**src/rtl/usb_crc_checker_lfsr.sv**
```systemverilog
// crc_lfsr: bit-serial CRC LFSR, MSB-side feedback.
//   clk_i, rst_n_i : clock, asynchronous active-low reset (register -> all ones)
//   init_i         : reload all ones this cycle
//   en_i           : shift bit_i in this cycle (applied after any reload)
//   bit_i          : serial input bit
//   crc_o          : current register contents
module crc_lfsr #(
    parameter int unsigned W    = 5,
    parameter logic [W-1:0] POLY = '0
) (
    input  logic         clk_i,
    input  logic         rst_n_i,
    input  logic         init_i,
    input  logic         en_i,
    input  logic         bit_i,
    output logic [W-1:0] crc_o
);
    logic [W-1:0] crc_q;
    logic [W-1:0] crc_d;
    logic [W-1:0] base;
    logic         fb;

    // A reload and a shift may occur in the same cycle: the bit is applied
    // to the freshly loaded all-ones value, not to the stale register.
    always_comb begin
        base  = init_i ? '1 : crc_q;
        fb    = bit_i ^ base[W-1];
        crc_d = base;
        if (en_i) begin
            crc_d = {base[W-2:0], 1'b0} ^ (fb ? POLY : '0);
        end
    end

    always_ff @(posedge clk_i or negedge rst_n_i) begin
        if (!rst_n_i) begin
            crc_q <= '1;
        end else begin
            crc_q <= crc_d;
        end
    end

    assign crc_o = crc_q;
endmodule

```
**config.mk**
```make
export PLATFORM = sky130hd
export DESIGN_NAME = crc_lfsr
export DESIGN_NICKNAME = d
export VERILOG_FILES = /design/src/rtl/usb_crc_checker_lfsr.sv
export SDC_FILE = /design/constraint.sdc
export NUM_CORES = 1
export LEC_CHECK = 0
export CORE_AREA = 5 5 42 44
export DETAILED_ROUTE_END_ITERATION = 16
export DIE_AREA = 0 0 47 49
export GPL_ROUTABILITY_DRIVEN = 0
export PLACE_DENSITY_LB_ADDON = 0.3
export REMOVE_ABC_BUFFERS = 1
export SYNTH_ARGS = -nofsm -noshare
export SYNTH_HDL_FRONTEND = slang
export SYNTH_SLANG_ARGS = --single-unit
```
**constraint.sdc**
```tcl
create_clock -name clk_i -period 1 [get_ports clk_i]
set_input_delay 0.2 -clock clk_i [delete_from_list [all_inputs] [get_ports clk_i]]
set_output_delay 0.2 -clock clk_i [all_outputs]
set_load 0.05 [all_outputs]
```
# Word level (Yosys, flattened, before mapping)
# Cells that the tools add are included.
[word_totals]
output_inout_bits = 5
in_bits = 5
regBits = 5
[classes]
n_reduce_logical = 1
n_mux = 2
[ops]
columns = ["op", "count"]
rows = [
  ["two-way mux 5 bit", 2],
  ["nonzero test 2 bit", 1],
]

# Longest topological paths before layout
# Gate-level depths: netlist (run 1).
[logic_depth]
word_depth = 2
mapped_depth = 3

# Worst setup path before layout (run 1)
# No wires, ideal clock.
[synth_timing]
kind = "register -> register"
from = "reg crc_q[1], in the netlist crc_o[1]"
to = "reg crc_q[1], in the netlist crc_o[1]"
stages_incl_launch_ff = 3
path_buffers = 0
slack_ps = 7
t_arrival_ps = 933
setup_ps = 60
cell_sequence = "dfstp_2 -> nor2b_1 -> a211o_1"
[synth_via]
elab_chain_cells = 2
[synth_rtl]
columns = ["item", "line", "source"]
rows = [
  ["start, declared", "18", "logic [W-1:0] crc_q;"],
  ["start signal, assigned", "38", "crc_q <= crc_d;"],
  ["two-way mux 5 bit", "26", "base = init_i ? '1 : crc_q;"],
  ["two-way mux 5 bit", "29", "if (en_i) begin"],
  ["via crc_d[1]", "19", "logic [W-1:0] crc_d;"],
]
# The timed path passes the listed nets, and every way through them passes these cells. The select of a mux whose other input is x is not followed.
# A chain may end at the register's enable or synchronous reset.

# Final worst setup path (run 1)
[layout_timing]
from = "reg crc_q[0], in the netlist crc_o[0]"
to = "out crc_o[0]"
[layout_rtl]
columns = ["item", "line", "source"]
rows = [
  ["end, declared", "16", "output logic [W-1:0] crc_o"],
]
# No word-level cell between the ends.

==> results.json, run 1 <==
{
  "sequentialPowerShare_pct": 37.8,
  "yosysTopAreaCell": "dfstp_2",
  "seqCellArea_um2": 131,
  "largest_reg_flops": 5,
  "cell_internal_pwr_w": 0.000466,
  "place_area_um2": 349,
  "fin_crit_sh_pct": 113,
  "placementRows": 14,
  "multiInputGateArea_um2": 70.1,
  "die_h_um": 49,
  "finalNetCount": 37,
  "clk_latency_ps": 240,
  "top_level_ports": 10,
  "die-area_um2": 2300,
  "reg2reg_setup_slack_ps": 40,
  "routed_wirelength_um": 541,
  "rr_worst_depth": 3,
  "leakage_nw": 0.176,
  "crit_chain": "buf_12",
  "grt_pass1_wl_um": 966,
  "irDropWorstVdd_v": 0.000735,
  "synthesis.area_um2": 206,
  "crit_path_max_incr_delay_ps": 560,
  "clkPwrFrac_pct": 36.2,
  "hold_viol": 0,
  "clkSinkCount": 5,
  "path_clk_slew_ps": 50,
  "critical_path_class": "flop to primary output",
  "h-tree-depth": 1,
  "placed_cells_incl_taps": 39,
  "cp.required_ps": 800,
  "antenna_found_initial": 0,
  "p_sw_share_pct": 27.5,
  "tightest_slew_ps": 313,
  "max_clock_freq_ghz": 0.884,
  "grtUsageTotal_pct": 6.29,
  "finClkSkew_ps": 6.28,
  "initial_core_util_pct": 14.7,
  "crit_fanout": 2,
  "drive_gt1_share_pct": 58.1,
  "num-fill-cells": 158,
  "critical_path_buf_inv_count": 1,
  "postSynthAreaPerCell_um2": 12.9,
  "dr.pass1.iters": 2,
  "grt_pass1_vias": 217,
  "setup_violations": 5,
  "hp-class": "input pin to async pin",
  "drc_errors": 0,
  "post_drt_wl_per_cell_um": 11.5,
  "cts_tree": "yes",
  "slew_violations": 0,
  "setup_ws_ps": -132,
  "syn_to_final_growth_pct": 97.0,
  "clockBufferDepth": 2,
  "cap_violations": 0,
  "io_buffers": 8,
  "synth.distinct_cells": 5,
  "relSlewSlack_pct": 79.1,
  "synthCells": 16,
  "r2r_end": "crc_o[3]",
  "fin_crit_ps": 1130,
  "power_frac_comb_pct": 26.0,
  "yosysTopAreaCellShare_pct": 63.6,
  "synth-seq-area-share_pct": 63.6,
  "num_antenna_cells": 0,
  "grt_start_max_net_pins": 10,
  "stdcell_area_um2": 407,
  "crit_family": "flip-flops",
  "dpl.hpwl_um": 362,
  "end_kind": "primary output",
  "netlist_top_cells_area": "dfstp_2, a211o_1, nor2b_1",
  "cts_made_buffers": 3,
  "violations": "negative setup slack",
  "ant_nets": 0,
  "synth.yosys.warnings": 0,
  "final_cell_mix": "dfstp_2, buf_12, a211o_1, buf_4",
  "layoutNonFillerInstCount": 47,
  "vias_per_cell": 4.00,
  "synth_seq_cells": 5,
  "reg2reg_from": "crc_o[3]",
  "startpoint_type": "flop",
  "cts-root-buf": "clkbuf_4",
  "crit_arrival_ps": 930,
  "first_iter_violations": 4,
  "slowest_stage": "dfstp_2",
  "dr_total_vias": 188,
  "die-width_um": 47,
  "grt_overflow_total": 0,
  "power_density_nw_per_um2": 1580,
  "status": "finished, violations left",
  "p_sw_w": 0.000177,
  "core_area_um2": 1400,
  "grt_setup_unrepaired": "yes"
}
[worst max path at each step]
| stage | cells after the start | startpoint | slack (ps) | end |
|---|---|---|---|---|
| 2_1_floorplan | 2 | crc_o[1] | 7 | crc_o[1] |
| 6_report | 1 | crc_o[0] | -130 | crc_o[0] |
| 4_1_cts | 1 | crc_o[0] | -140 | crc_o[0] |
| 3_5_place_dp | 3 | en_i | -290 | crc_o[1] |
| 3_3_place_gp | 3 | en_i | -260 | crc_o[3] |
| 5_1_grt | 1 | crc_o[1] | -160 | crc_o[1] |
[synth_stat cells]
cell     count
dfstp_2      5
buf_4        1
a211o_1      4
nor2_1       2
nor2b_1      4
[cell type report]
type / count / area share [%]
clock buffer: 4 / 6.46
sequential: 5 / 32.3
tap: 16 / 4.92
timing repair buffer: 12 / 39.1
multi-input combinational: 10 / 17.2
[power by group through the flow]
stage                     clock [W]  sequential, W  combinational, W
after detailed placement          0       0.000247          0.000149
final                      0.000233       0.000243          0.000167
after CTS                  0.000244       0.000243          0.000167
after floorplan                   0       0.000288         0.0000196
after global routing       0.000260       0.000245          0.000176
after global placement            0       0.000246          0.000147
[metrics by stage]
stage                     TNS [ps]  hold WS (ps)  power, W  setup slack [ps]  util [%]
after global placement        -975           503  0.000393              -255      24.9
after floorplan                  0          52.2  0.000307              6.58         -
after global routing          -799           448  0.000680              -161      29.0
after CTS                     -697           433  0.000654              -142      28.8
after detailed placement     -1100           530  0.000397              -290      24.9
final                         -645           451  0.000643              -132      29.0
[timing repair]
| item | 4_1_cts | 5_1_grt |
|---|---|---|
| pin swaps | 0 | 1 |
| endpoints found under the setup margin | 8 | 6 |
| cloned | 0 | 0 |
| buffers inserted | 4 | 0 |
| hold buffers | 0 | 0 |
| resized for setup | 1 | 1 |
[cell families (layout without fill, tap and decap cells)]
kind of cell    count (synthesis)  count (layout)  synth area share (%)
buf+inv                         1              16                  3.64
compound gates                  4               4                  17.0
flops                           5               5                  63.6
simple gates                    6               6                  15.8
[layer usage]
layer | GRT usage [%] | wire, um | part of all wire [%]
met1 | 6.24 | 210 | 39
met2 | 8.60 | 236 | 44
met3 | 6.27 | 94 | 17
met4 | 2.76 | 0 | 0
met5 | 0 | 0 | 0
(Power assumes the default switching activity.)
==> inputs of run 2 (changes only) <==
==> constraint.sdc (replaced) <==
create_clock -name clk_i -period 1 [get_ports clk_i]
set_input_delay 0.15 -clock clk_i [delete_from_list [all_inputs] [get_ports clk_i]]
set_output_delay 0.15 -clock clk_i [all_outputs]
set_load 0.05 [all_outputs]
==> results.json, run 2 (synthesized netlist as in run 1, its figures left out) <==
{
  "status": "finished, violations left",
  "violations": "negative setup slack",
  "max_clock_freq_ghz": 0.924,
  "cap_violations": 0,
  "largest_reg_flops": 5,
  "rr_worst_depth": 3,
  "clkSinkCount": 5,
  "die-width_um": 47,
  "ant_nets": 0,
  "tightest_slew_ps": 322,
  "leakage_nw": 0.184,
  "critical_path_buf_inv_count": 1,
  "startpoint_type": "flop",
  "setup_violations": 5,
  "finalNetCount": 37,
  "setup_ws_ps": -81.7,
  "core_area_um2": 1400,
  "r2r_end": "crc_o[3]",
  "power_density_nw_per_um2": 1560,
  "finClkSkew_ps": 4.50,
  "placed_cells_incl_taps": 39,
  "cts_made_buffers": 3,
  "min_to": "crc_o[0]",
  "placementRows": 14,
  "critical_path_class": "flop to primary output",
  "grtUsageTotal_pct": 5.94,
  "vias_per_cell": 3.79,
  "final_cell_mix": "dfstp_2, buf_12, a211o_1, buf_4",
  "dr_total_vias": 178,
  "syn_to_final_growth_pct": 98.8,
  "slew_violations": 0,
  "dp_slack_ps": -212,
  "hp-class": "input pin to flop",
  "grt_setup_unrepaired": "yes",
  "reg2reg_setup_slack_ps": 30,
  "finalSetupTns_ps": -379,
  "fin_total_pwr_w": 0.000639,
  "relSlewSlack_pct": 78.5,
  "clk_latency_ps": 240,
  "post_drt_wl_per_cell_um": 10.9,
  "top_level_ports": 10,
  "whs_ps": 273,
  "crit_path_max_incr_delay_ps": 550,
  "crit_arrival_ps": 930,
  "end_kind": "primary output",
  "cts-root-buf": "clkbuf_4",
  "fin_crit_sh_pct": 108,
  "multiInputGateArea_um2": 70.1,
  "first_iter_violations": 1,
  "grt_pass1_wl_um": 890,
  "reg2reg_from": "crc_o[3]",
  "path_clk_slew_ps": 40,
  "io_buffers": 8,
  "layoutNonFillerInstCount": 47,
  "slowest_stage": "dfstp_2",
  "num-fill-cells": 161,
  "clockBufferDepth": 2,
  "drc_errors": 0,
  "initial_core_util_pct": 14.7,
  "seqCellArea_um2": 131,
  "fin_crit_ps": 1080,
  "hold_depth": 2,
  "crit_chain": "buf_12",
  "h-tree-depth": 1,
  "cp.required_ps": 850,
  "hold_viol": 0,
  "grt_start_max_net_pins": 10,
  "die_h_um": 49,
  "dpl.hpwl_um": 352,
  "irDropWorstVdd_v": 0.000527,
  "grt_pass1_vias": 218,
  "crit_family": "flip-flops",
  "cts_tree": "yes",
  "antenna_found_initial": 0,
  "die-area_um2": 2300,
  "drive_gt1_share_pct": 58.1,
  "dr.pass1.iters": 2,
  "num_antenna_cells": 0,
  "hold_start": "en_i",
  "routed_wirelength_um": 514,
  "grt_overflow_total": 0,
  "crit_fanout": 2
}
-- run 2: worst max-delay path by stage --
| stage | startpoint | to | cells past startpoint |
|---|---|---|---|
| after CTS | crc_o[1] | crc_o[1] | 1 |
| after global routing | crc_o[1] | crc_o[1] | 1 |
| after floorplan | crc_o[1] | crc_o[1] | 2 |
| after detailed placement | en_i | crc_o[4] | 3 |
| final | crc_o[0] | crc_o[0] | 1 |
| after global placement | en_i | crc_o[3] | 3 |
-- run 2: cell type report --
cell class / instances / share of cell area [%]
clock buffers: 4 / 6.40
repair buffers: 12 / 39.6
multi-input cells: 10 / 17.1
well taps: 16 / 4.88
flip-flops and latches: 5 / 32.0
-- run 2: stage by stage --
step	area, um2	util, %
3_5_place_dp	349	24.9
3_3_place_gp	349	24.9
4_1_cts	405	28.9
5_1_grt	410	29.3
6_report	410	29.3
2_1_floorplan	199	-
-- run 2: routing by layer --
metal | routed length, um | global-route usage, % | part of all wire [%] | up-vias
li1 | - | - | - | 84
met1 | 209 | 6.47 | 41 | 83
met2 | 221 | 7.01 | 43 | 9
met3 | 78 | 4.43 | 15 | 2
met4 | 5 | 5.53 | 0.97 | 0
met5 | 0 | 0 | 0 | -
-- run 2: timing repair --
item	in CTS	in global routing
setup buffers	4	0
hold buffers	0	0
pin swaps	0	1
gates resized for setup	0	2
endpoints found under the setup margin	5	9
-- run 2: power by group --
part	switching [W]	internal [W]	total [W]
logic	0.0000788	0.0000884	0.000167
registers	0.0000149	0.000228	0.000242
clock network	0.0000792	0.000151	0.000230
==> RTL edit 1, RTL diff (config.mk and constraints of run 2) <==
Set the parameter `W` to 10 (it was 5).
--- a/src/rtl/usb_crc_checker_lfsr.sv
+++ b/src/rtl/usb_crc_checker_lfsr.sv
@@ -6,5 +6,5 @@
 //   crc_o          : current register contents
 module crc_lfsr #(
-    parameter int unsigned W    = 5,
+    parameter int unsigned W    = 10,
     parameter logic [W-1:0] POLY = '0
 ) (
Interface: changed (resized crc_o); port bits go from 10 to 15. The function was not compared with the original's and may differ.
==> RTL edit 1 against run 2 <==
The run still ends with negative setup slack left; worst setup slack worse by 38 ps; highest routed layer unchanged; routed wire length rose by 65%; area after synthesis grew 110%; critical endpoint is now crc_o[3]; first-iteration DRC count is 100% higher; largest power group unchanged; sequential cell count increased by 5; design area increased by 89%; critical path depth unchanged; total power up 82%.
==> RTL edit 1: results (changes against run 2) <==
Synth
  – Synth top cells by count: 10 x dfstp_2, 9 x a211o_1, 9 x nor2b_1
  – Synth area leaders: dfstp_2 60%, a211o_1 18%, nor2b_1 13%, buf_8 3.4%, buf_6 2.6%

Place
  – Setup WS pre-CTS: -208.2 ps (+3.573 ps)
  – Inst Count DP: 60 (+54%)
  – Dpl cell area: 675.6 um^2 (+94%)

Timing
  – Worst setup slack after layout: -119.5 ps (-37.76 ps)
  – # setup viols final: 10 (+5)
  – Worst Hold Slack: 484.2 ps (+211.7 ps)

Finish
  – Area of the multi-input gates: 147.6 um^2 (+110%)
  – Final Util: 55.45% (+26 points)
  – Clock-cell share: 4.670% (-1.7 points)
  – Non-clk buf share: 39.94% (+0.30 points)
  – Share of layout cells above drive strength 1: 62.50% (+4.4 points)
  – Multi-input comb cells: 20 (+10)
  – Fill count: 127 (-21%)

Run status
  – Status: finished with violations
  – Failing checks: negative setup slack

Power and ir drop
  – Sw Ratio: 27.56% (+0.53 points)
  – Clock power share: 31.0% (-4.9 points)
  – Seq power: 0.000480 W (+98%)

Drt
  – Vias: 324 (+82%)
  – Final wirelength: 850 um (+65%)
  – Wirelength per Cell: 11.81 um (+7.9%)

Global routing
  – Global-route wire length before repair: 1248 um (+40%)
  – GRT Util Overall: 7.846% (+1.9 points)

Critical path
  – Worst EP arrival: 970 ps (+40 ps)
  – Max stage delay on crit path: 570 ps (+20 ps)
  – CP Max Fanout: 3 (+1)

Min path
  – Hold Crit Class: input pin to async pin

CTS
  – Clk pin slew, worst setup/hold paths: 70 ps (+30 ps)
[RTL edit 1: routing by layer]
metal / share of wire [%] / vias to the layer above / GRT usage (%)
li1: - / 162 / -
met4: 0.71 / 0 / 6.912
met3: 7.5 / 2 / 2.583
met2: 48 / 10 / 10.41
met1: 44 / 150 / 9.611
met5: 0 / - / 0
[RTL edit 1: kinds of logic after synthesis]
group,Yosys count
compound gates,9
buf+inv,3
flops,10
simple gates,11
[RTL edit 1: timing repair]
item	CTS	global route
buffers inserted	7	1
endpoints found under the hold margin	0	0
endpoints found under the setup margin	10	12
pin swaps	0	1
resized for setup	0	2
[RTL edit 1: worst paths after layout]
path                                from       end  cells after the start
max in group asynchronous        rst_n_i  crc_o[8]                      1
min in group clk_i                  en_i  crc_o[0]                      3
worst min-delay path             rst_n_i  crc_o[4]                      1
worst min register to register  crc_o[0]  crc_o[0]                      3
worst max-delay path            crc_o[3]  crc_o[3]                      1
worst max register to register  crc_o[6]  crc_o[6]                      3
==> RTL edit 2, RTL diff (flow settings as in run 2) <==
Without the edit above. Register the inputs `init_i`, `en_i` and `bit_i` before use, with the module's reset. The logic sees them one clock later. Comments in the files are not updated.
--- a/src/rtl/usb_crc_checker_lfsr.sv
+++ b/src/rtl/usb_crc_checker_lfsr.sv
@@ -16,4 +16,21 @@
     output logic [W-1:0] crc_o
 );
+
+    logic init_q;
+    logic en_q;
+    logic bit_q;
+
+    always_ff @(posedge clk_i or negedge rst_n_i) begin
+        if (!rst_n_i) begin
+            init_q <= '0;
+            en_q   <= '0;
+            bit_q  <= '0;
+        end else begin
+            init_q <= init_i;
+            en_q   <= en_i;
+            bit_q  <= bit_i;
+        end
+    end
+
     logic [W-1:0] crc_q;
     logic [W-1:0] crc_d;
@@ -24,8 +41,8 @@
     // to the freshly loaded all-ones value, not to the stale register.
     always_comb begin
-        base  = init_i ? '1 : crc_q;
-        fb    = bit_i ^ base[W-1];
+        base  = init_q ? '1 : crc_q;
+        fb    = bit_q ^ base[W-1];
         crc_d = base;
-        if (en_i) begin
+        if (en_q) begin
             crc_d = {base[W-2:0], 1'b0} ^ (fb ? POLY : '0);
         end
Function: changed (a bounded check fails within 4 cycles, from zero or initial values and one cycle with rst_n_i low).
==> RTL edit 2 against run 2 <==
The flow still finishes with violations (negative setup slack); design area up 9.1%; utilization up 2.7 points; routed wire length up 14%; sequential cell count up 2; worst setup slack worse by 34 ps; die area unchanged; total power up 18%; area after synthesis up 24%; critical endpoint unchanged.
==> RTL edit 2: results (changes against run 2) <==
Synth
  – Synth top cells by count: 5 x dfstp_2, 4 x a211o_1, 4 x nor2b_1
  – Synth Area in Compound Gates: 13.66% (-3.3 points)
  – Synth area leaders: dfstp_2 51%, dfrtp_1 20%, a211o_1 14%, nor2b_1 9.8%, buf_4 2.9%
  – Register area share after synthesis: 70.73% (+7.1 points)

Timing
  – # setup viols final: 5 (unchanged)
  – Total Neg Setup Slack: -478.0 ps (-98.86 ps)
  – Least-Margin Pin Slew: 344.9 ps (+23.34 ps)
  – Worst setup slack after layout: -115.9 ps (-34.18 ps)
  – Clk_skew: 6.640 ps (+2.145 ps)

Drt
  – Wirelength per Cell: 12.19 um (+11%)
  – Pre-antenna DRT Iters: 3 (+1)
  – First DRT Iteration DRCs: 5 (+4)
  – Vias per cell: 4.083 (+7.8%)
  – Final wirelength: 585 um (+14%)

Place
  – Dpl cell area: 399.1 um^2 (+14%)
  – Setup WS pre-CTS: 86.36 ps (+298.1 ps)

Critical path
  – Worst reg2reg path endpoint: crc_o[1]
  – Max stage delay on crit path: 570 ps (+20 ps)
  – Worst EP arrival: 970 ps (+40 ps)
  – Reg2reg start: crc_o[1]
  – CP Max Fanout: 3 (+1)

Power and ir drop
  – Int Power: 0.0005492 W (+18%)
  – Comb pwr share: 20.8% (-5.3 points)
  – Seq power: 0.000336 W (+39%)
  – Largest vdd supply drop: 0.0007017 V (+33%)
  – Sw Pwr: 0.0002025 W (+17%)
  – P_leak: 0.1911 nW (+4.1%)

Finish
  – Reg area: 181.4 um^2 (+38%)
  – Post-layout nets: 38 (+2.7%)
  – Share of layout cells above drive strength 1: 50.00% (-8.1 points)
  – Fill count: 158 (-1.9%)

Global routing
  – Number of global-route vias before repair: 207 (-5.0%)
  – Global-route wire length before repair: 959 um (+7.8%)
  – GRT Util Overall: 6.454% (+0.51 points)

Run status
  – Status: finished with violations
  – Failing checks: negative setup slack

Min path
  – Hold Crit Class: input pin to async pin

CTS
  – Post-CTS setup buffers: 3 (-1)
## RTL edit 2: changes by cell type in the layout (fill, tap and decap cells not counted), sizes merged
cell / before / now
clkdlybuf4s50: 2 / 3
dlymetal6s2s: 1 / 0
dfrtp: 0 / 2
buf: 9 / 8
## RTL edit 2: cells by family (layout without fill, tap and decap cells)
logic type / Yosys count / count (layout)
DFF: 7 / 7
and+or+nand+nor: 6 / 6
AOI/OAI and AO/OA: 4 / 4
buffers and inverters: 1 / 15
## RTL edit 2: cell type report
class                      count  share of cell area (%)
clock buffer                   4                   5.866
multi-input combinational     10                   15.08
tap                           16                   4.469
timing repair buffer          11                   34.08
sequential                     7                   40.50
## RTL edit 2: metal layers
| layer | share of wire, % | vias to the layer above | GRT usage (%) |
|---|---|---|---|
| li1 | - | 89 | - |
| met1 | 42 | 92 | 7.191 |
| met2 | 45 | 11 | 7.919 |
| met3 | 9.2 | 4 | 4.428 |
| met4 | 3.8 | 0 | 5.530 |
| met5 | 0 | - | 0 |
